===== src/rtl/scurve_sweep_ctrl.sv =====
// S-curve threshold sweep sequencer: steps the DAC threshold, requests a slow-control
// reload per step, and runs the single-channel test on one or all channels with a header per channel.
module scurve_sweep_ctrl #(
    parameter int          CHN_NUM       = 64,
    parameter logic [15:0] SETTLE_CYCLES = 16'd1000
) (
    input  logic        Clk,
    input  logic        reset_n,
    input  logic        Sweep_Start,
    input  logic        Sweep_Abort,
    input  logic        Single_Chn_Mode,
    input  logic [5:0]  Single_Chn_Sel,
    input  logic [9:0]  DAC_Start,
    input  logic [9:0]  DAC_End,
    input  logic [9:0]  DAC_Step,
    input  logic        Config_Done,
    input  logic        One_Channel_Done,
    output logic [9:0]  DAC_Code,
    output logic        Config_Load,
    output logic [5:0]  Chn_Sel,
    output logic        Chn_Test_Start,
    output logic [15:0] Header_Data,
    output logic        Header_wr_en,
    output logic        Sweep_Busy,
    output logic        Sweep_Done
);

    typedef enum logic [3:0] {
        IDLE     = 4'd0,
        LOAD_CFG = 4'd1,
        WAIT_CFG = 4'd2,
        SETTLE   = 4'd3,
        HEADER   = 4'd4,
        CHN_RUN  = 4'd5,
        CHN_NEXT = 4'd6,
        DAC_NEXT = 4'd7,
        DONE     = 4'd8
    } state_t;

    localparam logic [5:0]  LAST_CHN    = 6'(CHN_NUM - 1);
    localparam logic [15:0] SETTLE_LAST = SETTLE_CYCLES - 16'd1;

    state_t      state_r;
    logic [15:0] settle_cnt_r;
    logic        single_r;
    logic [5:0]  chn_start_r;
    logic [9:0]  dac_end_r;
    logic [9:0]  dac_step_r;
    logic [10:0] dac_next_s;

    // 11-bit sum so a step past code 1023 is seen as beyond the end, never as a wrap
    assign dac_next_s  = {1'b0, DAC_Code} + {1'b0, dac_step_r};
    assign Header_Data = {DAC_Code, Chn_Sel};

    // Sweep state machine; every output is registered and set on entry to the state that owns it
    always_ff @(posedge Clk or negedge reset_n) begin
        if (!reset_n) begin
            state_r        <= IDLE;
            settle_cnt_r   <= 16'd0;
            single_r       <= 1'b0;
            chn_start_r    <= 6'd0;
            dac_end_r      <= 10'd0;
            dac_step_r     <= 10'd0;
            DAC_Code       <= 10'd0;
            Chn_Sel        <= 6'd0;
            Config_Load    <= 1'b0;
            Chn_Test_Start <= 1'b0;
            Header_wr_en   <= 1'b0;
            Sweep_Busy     <= 1'b0;
            Sweep_Done     <= 1'b0;
        end else begin
            Config_Load  <= 1'b0;
            Header_wr_en <= 1'b0;
            Sweep_Done   <= 1'b0;
            if ((state_r != IDLE) && Sweep_Abort) begin
                state_r        <= IDLE;
                Chn_Test_Start <= 1'b0;
                Sweep_Busy     <= 1'b0;
            end else begin
                case (state_r)
                    IDLE: begin
                        if (Sweep_Start) begin
                            single_r    <= Single_Chn_Mode;
                            chn_start_r <= Single_Chn_Mode ? Single_Chn_Sel : 6'd0;
                            Chn_Sel     <= Single_Chn_Mode ? Single_Chn_Sel : 6'd0;
                            dac_end_r   <= DAC_End;
                            dac_step_r  <= DAC_Step;
                            DAC_Code    <= DAC_Start;
                            Sweep_Busy  <= 1'b1;
                            if (DAC_Start > DAC_End) begin
                                state_r    <= DONE;
                                Sweep_Done <= 1'b1;
                            end else begin
                                state_r     <= LOAD_CFG;
                                Config_Load <= 1'b1;
                            end
                        end else begin
                            state_r <= IDLE;
                        end
                    end
                    LOAD_CFG: begin
                        state_r <= WAIT_CFG;
                    end
                    WAIT_CFG: begin
                        if (Config_Done) begin
                            settle_cnt_r <= 16'd0;
                            state_r      <= SETTLE;
                        end else begin
                            state_r <= WAIT_CFG;
                        end
                    end
                    SETTLE: begin
                        if (settle_cnt_r >= SETTLE_LAST) begin
                            settle_cnt_r <= 16'd0;
                            state_r      <= HEADER;
                            Header_wr_en <= 1'b1;
                        end else begin
                            settle_cnt_r <= settle_cnt_r + 16'd1;
                        end
                    end
                    HEADER: begin
                        state_r        <= CHN_RUN;
                        Chn_Test_Start <= 1'b1;
                    end
                    CHN_RUN: begin
                        // Drop the start level with the done so the channel block idles cleanly
                        if (One_Channel_Done) begin
                            Chn_Test_Start <= 1'b0;
                            state_r        <= CHN_NEXT;
                        end else begin
                            state_r <= CHN_RUN;
                        end
                    end
                    CHN_NEXT: begin
                        if (single_r || (Chn_Sel == LAST_CHN)) begin
                            state_r <= DAC_NEXT;
                        end else begin
                            Chn_Sel      <= Chn_Sel + 6'd1;
                            state_r      <= HEADER;
                            Header_wr_en <= 1'b1;
                        end
                    end
                    DAC_NEXT: begin
                        if ((dac_step_r == 10'd0) || (dac_next_s > {1'b0, dac_end_r})) begin
                            state_r    <= DONE;
                            Sweep_Done <= 1'b1;
                        end else begin
                            DAC_Code    <= dac_next_s[9:0];
                            Chn_Sel     <= chn_start_r;
                            state_r     <= LOAD_CFG;
                            Config_Load <= 1'b1;
                        end
                    end
                    DONE: begin
                        state_r    <= IDLE;
                        Sweep_Busy <= 1'b0;
                    end
                    default: begin
                        state_r        <= IDLE;
                        Chn_Test_Start <= 1'b0;
                        Sweep_Busy     <= 1'b0;
                    end
                endcase
            end
        end
    end

endmodule


===== config.mk =====
export PLATFORM = sky130hd
export DESIGN_NAME = scurve_sweep_ctrl
export DESIGN_NICKNAME = d
export VERILOG_FILES = /design/src/rtl/scurve_sweep_ctrl.sv
export SDC_FILE = /design/constraint.sdc
export NUM_CORES = 1
export LEC_CHECK = 0
export ABC_AREA = 1
export CAP_MARGIN = 25
export CORE_ASPECT_RATIO = 1.25
export CORE_MARGIN = 2
export CORE_UTILIZATION = 45
export CTS_CLUSTER_SIZE = 8
export DETAILED_ROUTE_END_ITERATION = 16
export HOLD_SLACK_MARGIN = 0.03
export PLACE_DENSITY = 0.72
export SYNTH_ARGS = -nofsm -noshare
export SYNTH_HDL_FRONTEND = slang
export SYNTH_SLANG_ARGS = --single-unit

===== constraint.sdc =====
create_clock -name Clk -period 3.8 [get_ports Clk]
set_clock_uncertainty 0.2 [all_clocks]
set_input_delay 0.76 -clock Clk [delete_from_list [all_inputs] [get_ports Clk]]
set_output_delay 0.76 -clock Clk [all_outputs]
set_load 0.03 [all_outputs]

* After elaboration in Yosys (flattened, before gate mapping) *
Cells that the tools add are included.

word-level totals
  register bits after elaboration = 68
  output and inout bits = 37
  logic and storage cells = 95
  input port bits = 43

operators by class
  add/subtract/negate cells = 3
  eq/ne operators = 18
  reductions and logical operators = 17
  mux-type cells = 40
  order comparisons = 3
  bitwise gates (word level) = 1

operators with widths
  operator                 number
  $mux W16                 2
  $pmux W16 S2             1
  $pmux W4 S8              1
  $mux W6                  4
  $mux W10                 2
  $mux W4                  5
  $pmux W10 S2             1
  $pmux W6 S3              1
  $add A16 B1 Y16 const B  1
  $eq A4 B3 Y1 const B     4
  $ge A16 B10 Y1 const B   1
  $mux W1                  16
  $reduce_or A7 Y1         2
  $add A10 B10 Y11         1
  $gt A11 B10 Y1           1
  $gt A10 B10 Y1           1
  $logic_not A10 Y1        1
  $ne A3 B3 Y1 const B     3
  $eq A4 B2 Y1 const B     2
  $ne A2 B2 Y1 const B     4
  $pmux W1 S2              4
  $add A6 B1 Y6 const B    1
  $eq A6 B6 Y1 const B     1
  $reduce_and A3 Y1        2
  15 further kinds         20

* Depth between registers and ports, before layout *
  depth in word-level cells = 6
  depth in mapped cells = 22
  depth with buffers taken out = 21

* Worst setup path after synthesis *
Ideal clock, no wire load.

  path type = flip-flop to flip-flop
  start point = register DAC_Code[0]
  end point = register DAC_Code[1]
  setup time = 119 ps
  stages on the path, launching flop included = 23
  data required time = 3481 ps
  buffers on the path = 1
  data arrival time = 2952 ps
  clock period less this slack = 3271 ps
  slack = 529 ps
  cell sequence = dfrtp_1 -> ha_1 -> fa_1 -> nand3_1 -> nand2_1 -> a21oi_1 -> xor2_1 -> ha_1 -> nand2_1 -> inv_1 -> a21oi_1 -> nand2_1 -> nand2_1 -> nand2_1 -> nand2_1 -> nand2_1 -> nand2_1 -> nand2_1 -> nand2_1 -> buf_6 -> nand3_4 -> nand2_1 -> nand2_1

between the ends
  cells in the longest elaborated chain, start to end = 5
  elaborated cells between the ends (all ways) = 7
  those cells by class = add/sub: 1; order compare: 1; eq/ne: 1; mux: 2; reduce/logical: 2

RTL lines
  item                         line  source
  from (decl)                  18    output logic [9:0] DAC_Code,
  from (signal assigned)       88    DAC_Code <= DAC_Start;
  from (signal assigned)       148   DAC_Code <= dac_next_s[9:0];
  $add A10 B10 Y11 (*)         52    assign dac_next_s = {1'b0, DAC_Code} + {1'b0, dac_step_r};
  $gt A11 B10 Y1               144   if ((dac_step_r == 10'd0) || (dac_next_s > {1'b0, dac_end_r})) begin
  $logic_or A1 B1 Y1           144
  $ne A2 B2 Y1 (no line)       --
  $reduce_and A4 Y1 (no line)  --

Every way passes the cells marked *; elsewhere a longest branch is shown, timed or not. The select of a mux whose other input is x is not followed.
A chain may end at the register's enable or synchronous reset.

* Worst setup path after layout *
  start point = register DAC_Code[0]
  end point = register Chn_Sel[0]

between the ends
  cells in the longest elaborated chain, start to end = 5

RTL lines
  item                         line  source
  $add A10 B10 Y11             52
  $gt A11 B10 Y1               144
  $logic_or A1 B1 Y1           144
  $ne A2 B2 Y1 (no line)       --
  $reduce_and A5 Y1 (no line)  --
  to (signal assigned)         85    Chn_Sel <= Single_Chn_Mode ? Single_Chn_Sel : 6'd0;
  to (signal assigned)         138   Chn_Sel <= Chn_Sel + 6'd1;
  to (signal assigned)         149   Chn_Sel <= chn_start_r;
  to (decl)                    20    output logic [5:0] Chn_Sel,

Every way passes these cells.

==> metrics.yaml <==
global_routing:
  grt_max_degree: 40
  grt-ovfl-total: 0
  antenna_found_initial: 0
  grt_pass1_wl_um: 17780
  track_usage_pct: 21.01
  grt_pass1_vias: 3902
clocking:
  cts_tree: "built"
  cts-htree-levels: 3
  cts_root_buf: "clkbuf_16"
  cts.sinks: 68
  numCtsBuffers: 9
  clk_path_buf_depth: 2
  insertion_delay_ps: 340
  cts_hold_buf: 0
  path_clk_slew_ps: 60
synthesis:
  synth.avg_cell_area_um2: 7.614
  synthAdderAreaFrac_pct: 9.406
  synth_mux_area_share_pct: 0
  yosys.area_share.xor_xnor_pct: 1.176
  yosysUniqueCellTypes: 48
  ys_seq_area_share_pct: 38.07
  synth-seq-cells: 68
  synth_warnings: 0
  yosys.area_share.simple_pct: 29.98
  synthArstFlopShare_pct: 100.0
  synth_top_family_by_area: "simple AND/OR/NAND/NOR gates"
  syn_nets: 663
  synth-edff-count: 0
  yosys_most_used_dff: "dfrtp_1"
  synth-compound-area-share_pct: 10.44
  syn_area_mm2: 0.004469
  synth_cells: 587
worst_setup_path:
  slowest_stage: "dfrtp_1"
  worstRegToRegCells: 22
  r2r-start: "DAC_Code[0]"
  crit_path_start: "DAC_Code[0]"
  start_kind: "register"
  path_cells: "ha_1 > fa_1 > nand3_1 > nand2_1 > a21oi_1 > xor2_1 > ha_1 > nand2_1 > inv_1 > a21oi_1 > nand2_1 > nand2_1 > nand2_1 > nand2_1 > nand2_1 > nand2_1 > nand2_1 > nand2_2 > buf_4 > nand3_4 > nand2_1 > nand2_1"
  r2r_slack_ps: 310
  path_buf_inv: 2
  crit_arrival_ps: 3510
  crit_path_end_kind: "register"
  critPathMaxFanout: 9
  required_ps: 3830
  crit_path_frequent_cell: "nand2_1"
  cp_top_family: "simple AND/OR/NAND/NOR gates"
  cp.depth: 22
  criticalPathCategory: "register to register"
  r2r_end: "Chn_Sel[0]"
  slowest_delay_ps: 410
  crit_end: "Chn_Sel[0]"
detailed_routing:
  ant_nets: 0
  routedWlPerCell_um: 13.71
  viasPerCell: 5.097
  totalWireLength_um: 10720
  wirelength_met1_um: 4698
  topRoutingLayerUsed: "met4"
  wl_met3_um: 518
  drc: 0
  firstDrtPassIters: 4
  vias: 3986
  wl_met2_um: 5180
  drt_iter0_drc: 220
power_and_ir_drop:
  cellPowerDensity_mw_per_mm2: 908.1
  p_seq_share_pct: 23.9
  intPower_mw: 2.674
  vdd.ir_drop.worst_uv: 309.5
  p_leak_nw: 2.834
  switching_power_mw: 2.380
  clock_power_share_pct: 17.7
  p_sw_share_pct: 47.09
  share_comb_of_total_power_pct: 58.4
cells_and_area:
  multi_input_area_mm2: 0.002282
  mostFrequentLayoutCells: "nand2_1, clkdlybuf4s50_1, dfrtp_1"
  nFillCells: 886
  area_growth_pct: 24.55
  antennaDiodeCount: 0
  fin_area_mm2: 0.005567
  final_common_cell: "nand2_1"
  layout-drive-gt1-share_pct: 7.622
  layout.nets: 728
  fin_cells: 782
  ff_latch_area_mm2: 0.001702
floorplanning:
  start_util_pct: 46.27
  core_area_mm2: 0.009659
  die_x_um: 93.14
  pin_count: 80
  num_rows: 40
  fp.dieH_um: 115.4
  die_area_mm2: 0.01075
sta:
  fin_crit_sh_pct: 91.78
  setup-tns-final_ps: 0
  hold_viol: 0
  fin_crit_ps: 3488
  slew_headroom_pct: 51.94
  drv_slew: 0
  tightestPinTransition_ps: 720.9
  fmax_mhz: 286.7
  grt_setup_unrepaired: "no"
  setup_viol_count_final: 0
place:
  dpl_cell_area_mm2: 0.005243
  port_buffers: 79
  dp.cells: 766
  place_congestion: 0.8451
  dpl.hpwl_um: 8138
run:
  maxCapViolations: 0
worst_hold_path:
  hold_path.class: "input pin to asynchronous set/reset pin"
run_status:
  outcome: "finished, final reports clean"
-- sequential cells by signal (all words and copies together) (netlist names) --
signal / count
dac_step_r: 10
Sweep_Done: 1
chn_start_r: 6
Chn_Sel: 6
state_r: 4
Chn_Test_Start: 1
Header_wr_en: 1
Config_Load: 1
DAC_Code: 10
single_r: 1
Sweep_Busy: 1
settle_cnt_r: 16
dac_end_r: 10
-- synthesized netlist by cell type (2+ instances only) --
| master | count | area, um^2 |
|---|---|---|
| nand4_1 | 20 | 125.1 |
| o21ai_0 | 31 | 155.2 |
| xor2_1 | 5 | 43.79 |
| buf_4 | 17 | 127.6 |
| nand2_1 | 182 | 683.2 |
| a21oi_1 | 21 | 105.1 |
| a31oi_1 | 2 | 12.51 |
| o221ai_1 | 3 | 26.28 |
| buf_6 | 2 | 22.52 |
| inv_1 | 66 | 247.7 |
| nand3_1 | 28 | 140.1 |
| ha_1 | 32 | 400.4 |
| o211ai_1 | 5 | 37.54 |
| o22a_1 | 2 | 17.52 |
| inv_2 | 9 | 33.78 |
| nor2_4 | 2 | 22.52 |
| buf_2 | 7 | 35.03 |
| clkbuf_1 | 4 | 15.01 |
| nand3_4 | 2 | 35.03 |
| dfrtp_1 | 68 | 1702 |
| nor2_8 | 2 | 40.04 |
| nor3_1 | 6 | 30.03 |
| nor2_2 | 3 | 18.77 |
| nor2_1 | 44 | 165.2 |
-- logic make-up (layout without fill, tap and decap cells) --
logic type / count (synthesis) / after routing
and+or+nand+nor: 298 / 298
buffers and inverters: 106 / 175
AOI/OAI and AO/OA: 76 / 76
DFF: 68 / 68
adders and majority gates: 33 / 33
xor gates and xnor gates: 6 / 6
-- how the worst min path moves through the flow --
stage | start | end | slack (ps) | cells past startpoint
detailed placement | single_r | single_r | 270 | 2
CTS | single_r | single_r | 290 | 2
global route | dac_end_r[9] | dac_end_r[9] | 310 | 2
global placement | dac_end_r[7] | dac_end_r[7] | 270 | 2
floorplan | settle_cnt_r[4] | settle_cnt_r[4] | 250 | 1
finish | reset_n | dac_end_r[3] | 270 | 1
-- final cells by class --
cell class	count	area share, %
multi-input cells	413	41.00
inverters	76	5.170
repair buffers	84	14.79
well taps	126	2.832
flip-flops and latches	68	30.57
clock buffers	9	4.046
clock inverters	6	1.596
-- power by group through the flow --
stage / combinational, mW / sequential [mW] / clock [mW]
after floorplan: 2.02 / 1.34 / 0
after global placement: 2.81 / 1.22 / 0
after detailed placement: 2.86 / 1.22 / 0
after CTS: 2.91 / 1.21 / 0.897
after global routing: 3.30 / 1.25 / 0.933
final: 2.95 / 1.21 / 0.894
-- layer usage --
metal / global-route usage, % / vias to the layer above
met5: 0 / -
met4: 10.88 / 0
met3: 3.251 / 27
met2: 35.27 / 120
met1: 26.33 / 1827
li1: - / 2012
-- metrics by stage --
step           hold WS (ps)  setup slack [ps]  utilization [%]  total power [mW]
2_1_floorplan         245.5             529.3                -             3.356
3_3_place_gp          266.5             454.2            54.27             4.021
3_5_place_dp          270.8             313.7            54.27             4.084
4_1_cts               287.1             266.5            57.53             5.024
5_1_grt               305.6             1.350            57.63             5.476
6_report              271.3             312.3            57.63             5.055
-- repair_timing --
item / in CTS / in global routing
buffers inserted: 0 / 1
gates resized for setup: 0 / 1
endpoints found under the setup margin: 0 / 6
Note: power is estimated with default switching activity, not from simulation.
